--- src/rtl/ofs_asp_pkg.sv ---
// Shared ASP constants and types for the kernel CRA bridge.
// Optional access timeout is enabled by defining KERNEL_CRA_TIMEOUT_EN.
package ofs_asp_pkg;

    localparam int KERNEL_CRA_DATA_WIDTH       = 32;
    localparam int KERNEL_CRA_ADDR_WIDTH       = 8;
    localparam int KERNEL_CRA_BYTEENABLE_WIDTH = 4;
    localparam int KERNEL_CRA_NUM_CH           = 4;
    localparam int KERNEL_CRA_TIMEOUT_CYCLES   = 1024;

    localparam logic [31:0] KERNEL_CRA_TIMEOUT_PATTERN = 32'hDEAD_BEEF;

    typedef enum logic [1:0] {
        IDLE,
        WR,
        RD,
        RDW
    } cra_br_state_e;

endpackage

--- src/rtl/kernel_cra_rst_sync.sv ---
// Kernel reset synchroniser: asserts asynchronously, releases after
// two clock edges so every kernel channel leaves reset together.
module kernel_cra_rst_sync (
    input  logic i_clk,
    input  logic i_rst_n,
    output logic o_rst_n
);

    logic [1:0] r_sync;

    // Two-flop chain clocking a constant 1 through once reset lifts
    always_ff @(posedge i_clk or negedge i_rst_n) begin
        if (!i_rst_n) r_sync <= 2'b00;
        else          r_sync <= {r_sync[0], 1'b1};
    end

    assign o_rst_n = r_sync[1];

endmodule

--- src/rtl/kernel_cra_multi_bridge.sv ---
// One host CRA agent fanned out to NUM_CH kernel CRA ports.
// Define KERNEL_CRA_TIMEOUT_EN to enable the access timeout.
module kernel_cra_multi_bridge
    import ofs_asp_pkg::*;
#(
    parameter int NUM_CH         = KERNEL_CRA_NUM_CH,
    parameter int CRA_DATA_WIDTH = KERNEL_CRA_DATA_WIDTH,
    parameter int CRA_ADDR_WIDTH = KERNEL_CRA_ADDR_WIDTH,
    parameter int CRA_BE_WIDTH   = KERNEL_CRA_BYTEENABLE_WIDTH,
    parameter int TIMEOUT_CYCLES = KERNEL_CRA_TIMEOUT_CYCLES,
    localparam int CH_W          = $clog2(NUM_CH)
) (
    input  logic                             clk,
    input  logic                             reset_n,
    input  logic [CRA_ADDR_WIDTH+CH_W-1:0]   h_address,
    input  logic                             h_read,
    input  logic                             h_write,
    input  logic [CRA_DATA_WIDTH-1:0]        h_writedata,
    input  logic [CRA_BE_WIDTH-1:0]          h_byteenable,
    output logic                             h_waitrequest,
    output logic [CRA_DATA_WIDTH-1:0]        h_readdata,
    output logic                             h_readdatavalid,
    output logic                             h_irq,
    output logic [NUM_CH*CRA_ADDR_WIDTH-1:0] k_address,
    output logic [NUM_CH-1:0]                k_read,
    output logic [NUM_CH-1:0]                k_write,
    output logic [NUM_CH*CRA_DATA_WIDTH-1:0] k_writedata,
    output logic [NUM_CH*CRA_BE_WIDTH-1:0]   k_byteenable,
    input  logic [NUM_CH-1:0]                k_waitrequest,
    input  logic [NUM_CH*CRA_DATA_WIDTH-1:0] k_readdata,
    input  logic [NUM_CH-1:0]                k_readdatavalid,
    input  logic [NUM_CH-1:0]                k_irq,
    output logic [NUM_CH-1:0]                k_reset_n,
    output logic                             timeout_err
);

    cra_br_state_e             r_state, w_state_n;
    logic [CH_W-1:0]           r_ch, w_ch_n;
    logic [CRA_ADDR_WIDTH-1:0] r_addr, w_addr_n;
    logic [CRA_DATA_WIDTH-1:0] r_wdata, w_wdata_n;
    logic [CRA_BE_WIDTH-1:0]   r_be, w_be_n;
    logic                      r_acc, w_acc_n;
    logic                      r_rdv, w_rdv_n;
    logic [CRA_DATA_WIDTH-1:0] r_rdata, w_rdata_n;
    logic [NUM_CH-1:0]         r_irq_q;

    logic [CH_W-1:0]           w_hch;
    logic                      w_hch_ok;
    logic                      w_kwait;
    logic                      w_kvalid;
    logic [CRA_DATA_WIDTH-1:0] w_kdata;
    logic                      w_k_rst_n;

    assign w_hch    = h_address[CRA_ADDR_WIDTH +: CH_W];
    assign w_hch_ok = 32'(w_hch) < 32'(NUM_CH);

`ifdef KERNEL_CRA_TIMEOUT_EN
    localparam int TW = $clog2(TIMEOUT_CYCLES) + 1;
    localparam logic [CRA_DATA_WIDTH-1:0] TMO_PAT =
        {(CRA_DATA_WIDTH/32){KERNEL_CRA_TIMEOUT_PATTERN}};

    logic [TW-1:0] r_tmo_cnt, w_tmo_cnt_n;
    logic          r_tmo_err, w_tmo_err_n;

    assign timeout_err = r_tmo_err;
`else
    logic w_unused_tmo;

    assign w_unused_tmo = ^TIMEOUT_CYCLES;
    assign timeout_err  = 1'b0;
`endif

    // Pick the selected channel's kernel response signals
    always_comb begin
        w_kwait  = 1'b1;
        w_kvalid = 1'b0;
        w_kdata  = '0;
        for (int c = 0; c < NUM_CH; c++) begin
            if (r_ch == CH_W'(c)) begin
                w_kwait  = k_waitrequest[c];
                w_kvalid = k_readdatavalid[c];
                w_kdata  = k_readdata[c*CRA_DATA_WIDTH +: CRA_DATA_WIDTH];
            end
        end
    end

    // Next-state and registered-output logic of the access FSM
    always_comb begin
        w_state_n = r_state;
        w_ch_n    = r_ch;
        w_addr_n  = r_addr;
        w_wdata_n = r_wdata;
        w_be_n    = r_be;
        w_acc_n   = 1'b0;
        w_rdv_n   = 1'b0;
        w_rdata_n = r_rdata;
`ifdef KERNEL_CRA_TIMEOUT_EN
        w_tmo_cnt_n = r_tmo_cnt;
        w_tmo_err_n = r_tmo_err;
`endif
        unique case (r_state)
            IDLE: begin
                if ((h_read || h_write) && !r_acc) begin
                    w_ch_n    = w_hch;
                    w_addr_n  = h_address[CRA_ADDR_WIDTH-1:0];
                    w_wdata_n = h_writedata;
                    w_be_n    = h_byteenable;
`ifdef KERNEL_CRA_TIMEOUT_EN
                    w_tmo_cnt_n = '0;
`endif
                    if (!w_hch_ok) begin
                        w_acc_n = 1'b1;
                        if (h_read) begin
                            w_rdv_n   = 1'b1;
                            w_rdata_n = '0;
                        end
                    end else if (h_read) begin
                        w_state_n = RD;
                    end else begin
                        w_state_n = WR;
                    end
                end
            end
            WR: begin
                if (!w_kwait) begin
                    w_acc_n   = 1'b1;
                    w_state_n = IDLE;
                end
            end
            RD: begin
                if (!w_kwait) w_state_n = RDW;
            end
            RDW: begin
                if (w_kvalid) begin
                    w_rdv_n   = 1'b1;
                    w_rdata_n = w_kdata;
                    w_acc_n   = 1'b1;
                    w_state_n = IDLE;
                end
            end
            default: w_state_n = IDLE;
        endcase
`ifdef KERNEL_CRA_TIMEOUT_EN
        if (r_state != IDLE && w_state_n != IDLE) begin
            if (r_tmo_cnt == TW'(TIMEOUT_CYCLES - 1)) begin
                w_acc_n     = 1'b1;
                w_tmo_err_n = 1'b1;
                w_state_n   = IDLE;
                if (r_state != WR) begin
                    w_rdv_n   = 1'b1;
                    w_rdata_n = TMO_PAT;
                end
            end else begin
                w_tmo_cnt_n = r_tmo_cnt + 1'b1;
            end
        end
`endif
    end

    // State and command registers; reset discards any in-flight access
    always_ff @(posedge clk or negedge reset_n) begin
        if (!reset_n) begin
            r_state <= IDLE;
            r_ch    <= '0;
            r_addr  <= '0;
            r_wdata <= '0;
            r_be    <= '0;
            r_acc   <= 1'b0;
            r_rdv   <= 1'b0;
            r_rdata <= '0;
            r_irq_q <= '0;
`ifdef KERNEL_CRA_TIMEOUT_EN
            r_tmo_cnt <= '0;
            r_tmo_err <= 1'b0;
`endif
        end else begin
            r_state <= w_state_n;
            r_ch    <= w_ch_n;
            r_addr  <= w_addr_n;
            r_wdata <= w_wdata_n;
            r_be    <= w_be_n;
            r_acc   <= w_acc_n;
            r_rdv   <= w_rdv_n;
            r_rdata <= w_rdata_n;
            r_irq_q <= k_irq;
`ifdef KERNEL_CRA_TIMEOUT_EN
            r_tmo_cnt <= w_tmo_cnt_n;
            r_tmo_err <= w_tmo_err_n;
`endif
        end
    end

    assign h_waitrequest   = ~r_acc;
    assign h_readdatavalid = r_rdv;
    assign h_readdata      = r_rdata;
    assign h_irq           = |r_irq_q;

    // Fields fan out to every slice; strobes only to the selected one
    for (genvar g = 0; g < NUM_CH; g++) begin : g_ch
        assign k_address[g*CRA_ADDR_WIDTH +: CRA_ADDR_WIDTH] = r_addr;
        assign k_writedata[g*CRA_DATA_WIDTH +: CRA_DATA_WIDTH] = r_wdata;
        assign k_byteenable[g*CRA_BE_WIDTH +: CRA_BE_WIDTH] = r_be;
        assign k_write[g] = (r_state == WR) && (r_ch == CH_W'(g));
        assign k_read[g]  = (r_state == RD) && (r_ch == CH_W'(g));
    end

    kernel_cra_rst_sync u_rst_sync (
        .i_clk   (clk),
        .i_rst_n (reset_n),
        .o_rst_n (w_k_rst_n)
    );

    assign k_reset_n = {NUM_CH{w_k_rst_n}};

endmodule
--- config.mk ---
export PLATFORM = sky130hd
export DESIGN_NAME = kernel_cra_multi_bridge
export DESIGN_NICKNAME = d
export VERILOG_FILES = /design/src/rtl/ofs_asp_pkg.sv /design/src/rtl/kernel_cra_rst_sync.sv /design/src/rtl/kernel_cra_multi_bridge.sv
export SDC_FILE = /design/constraint.sdc
export NUM_CORES = 1
export LEC_CHECK = 0
export CELL_PAD_IN_SITES_DETAIL_PLACEMENT = 1
export CELL_PAD_IN_SITES_GLOBAL_PLACEMENT = 2
export CORE_UTILIZATION = 19
export DETAILED_ROUTE_END_ITERATION = 7
export PLACE_DENSITY = 0.79
export SKIP_CTS_REPAIR_TIMING = 1
export SLEW_MARGIN = 20
export SYNTH_ARGS = -nofsm -noshare
export SYNTH_HDL_FRONTEND = slang
export SYNTH_HIERARCHICAL = 1
export SYNTH_SLANG_ARGS = --single-unit
--- constraint.sdc ---
create_clock -name clk -period 2.1 [get_ports clk]
set_input_delay 0.315 -clock clk [delete_from_list [all_inputs] [get_ports clk]]
set_output_delay 0.315 -clock clk [all_outputs]
set_load 0.02 [all_outputs]
==> impl_metrics.toml <==
[grt]
grt_pass1_wl_mm = 25.8
antenna_found_initial = 1
grtUsageTotal_pct = 12.1
grt_overflow_total = 0
grt_max_degree = 42
grt_pass1_vias = 4195

[outcome]
outcome = "finished, final reports clean"

[timing]
fin_crit_ns = 1.94
skew_ns = 0.00726
postLayoutSetupSlackWorst_ns = 0.165
rsz0062_at_grt = "false"
tns_ns = 0
min_period_over_period_pct = 92.1
drv_slew = 0
max_freq_mhz = 517
setup_viol = 0
final_hold_viol_count = 0

[synth]
syn_inst = 385
yosys_warnings = 6
syn-num-nets = 575
synthArstFlopShare_pct = 100
netlist_area_um2 = 5310
postSynthAreaPerCell_um2 = 13.8
ys_seq_area_share_pct = 41.5
yosys-top-cells-count = "137 x buf_4, 88 x dfrtp_1, 50 x mux2_2"
synth_top_cell_by_area = "dfrtp_1"
ys_ff_latch = 88
synth_cell_type_count = 22
yosysMostFrequentCell = "buf_4"
synthTopCellsByArea = "dfrtp_1 41%, buf_4 19%, mux4_2 14%"
synth_edf_count = 0
synth_flop_cell = "dfrtp_1"
netlist.area_leader.share_pct = 41.5

[die]
coreArea_um2 = 27200
die_h_um = 169
io-pin-count = 414
rows = 60
initial_utilization_pct = 19.5
die_w_um = 169
die_area_um2 = 28600

[min_path]
worstHoldEndpoint = "u_rst_sync/r_sync[1]"
worstHoldPathType = "flop to flop"
holdPathStages = 0
hp-start = "u_rst_sync/r_sync[0]"

[setup_path]
r2r_cells = 4
regToRegSetupSlack_ns = 0.16
cp-end-kind = "flop"
path_class = "flop to flop"
startpoint_type = "flop"
crit_arrival_ns = 2.16
r2r_end = "h_readdata[19]"
r2r-start = "r_ch[0]"
required_ns = 2.33
cp_max_fo = 18

[detailed_routing]
drc = 0
vias_per_cell = 3.86
post_drt_wl_per_cell_um = 16.8
via_count = 4035
ant_nets = 0
wirelength_mm = 17.5
dr.pass1.iters = 4
dr.first_iter.drc_count = 102

[clock_network]
htreeDepth = 3
cts_tree = "yes"
root_buffer = "clkbuf_16"
cts_buffer_depth = 2
clk_pin_slew_ns = 0.07
clock-sinks = 88
insertion_delay_ns = 0.35
numCtsBuffers = 9

[cells_and_area]
fin_cells = 1045
antenna_cells = 0
area_delta_synth_final_pct = 73.5
nets = 858
drive_gt1_share_pct = 22.1

[flow_run]
maxCapViolations = 0

[pwr]
irDropWorstVdd_mv = 0.595
power.density_nw_per_um2 = 1680
finalPower_mw = 15.5
power.leakage_nw = 3.77

[placed_design]
portBuffers = 412
place.gp.congestion = 0.699
dp_cells = 1028
hpwl_mm = 14.4
place_worst_setup_slack_ns = -0.0162
[flip-flops by register name, summed over array words and instances, names as in the netlist]
name and cells:
h_readdata 32, h_readdatavalid 1, r_acc 1, r_addr 8, r_be 4, r_ch 2
r_irq_q 4, r_state 2, r_wdata 32, u_rst_sync/r_sync 2
[metal layers]
metal	GRT usage (%)	part of all wire, %	vias to the layer above
li1	-	-	1786
met1	12.2	34	1989
met5	0	0	-
met4	3.64	1.2	0
met3	4.03	9.7	10
met2	23.5	55	250
[cells by family after synthesis]
| family | share of synthesized area (%) |
|---|---|
| multiplexers | 33.2 |
| buffers and inverters | 22.5 |
| AND/OR/NAND/NOR | 1.88 |
| flip-flops | 41.5 |
| other | 0.141 |
| AO/OA/AOI/OAI | 0.801 |
[metrics by stage]
step	area (µm²)	utilization (%)	hold WS, ns
6_report	9210	33.9	0.355
5_1_grt	9210	33.9	0.367
4_1_cts	9180	33.8	-0.171
3_5_place_dp	8900	32.7	0.221
3_3_place_gp	8900	32.7	0.219
2_1_floorplan	5310	-	0.0194
[worst max path at each step]
stage / start / to / slack, ns / cells after the start
floorplan: r_ch[0] / h_readdata[10] / 0.38 / 5
finish: r_ch[0] / h_readdata[19] / 0.16 / 4
CTS: r_state[1] / k_write[0] / -0.18 / 4
global route: r_ch[0] / h_readdata[25] / 0.12 / 4
global placement: k_readdatavalid[3] / h_readdata[17] / 0.02 / 5
detailed placement: k_readdatavalid[3] / h_readdata[18] / -0.02 / 5
[worst max-delay path: stages, from the launching register on]
cell	delay (ns)
dfrtp_2	0.53
mux4_2	0.60
nand3_4	0.16
buf_12	0.20
mux2_4	0.31
[power breakdown]
part / internal (mW) / switching (mW) / total, mW
sequential: 2.53 / 0.921 / 3.45
combinational: 5.72 / 4.78 / 10.5
clock: 0.840 / 0.723 / 1.56
[area by class of cell]
class                           count  area (µm²)
Inverter                            3        11.3
Multi-Input combinational cell    139        1910
Tap cell                          372         465
Clock inverter                      6        43.8
Clock buffer                       10         239
Sequential cell                    88        2210
Timing Repair Buffer              427        4330
Fill cell                        2957       18000
[cell usage in the layout, fill, tap and decap left out]
master           synthesis  final
clkdlybuf4s50_1          0    402
dfrtp_1                 88     85
mux2_2                  50     50
mux4_2                  34     34
mux2_4                  29     29
clkbuf_16                0      9
buf_4                  137      9
dlymetal6s2s_1           0      9
nor2_1                   7      7
buf_12                   3      6
inv_1                    3      3
nand2_1                  3      3
nand2b_1                 3      3
a21oi_1                  3      3
dfrtp_2                  0      3
nor3_1                   2      2
conb_1                   2      2
clkinv_4                 0      2
clkinv_2                 0      2
nand3_4                  1      1
o211a_1                  2      1
or4_1                    1      1
nor4b_1                  1      1
a211oi_1                 1      1
o211a_2                  0      1
clkbuf_8                 0      1
inv_6                    0      1
clkinvlp_4               0      1
dlygate4sd3_1            0      1
(Power assumes the default switching activity.)
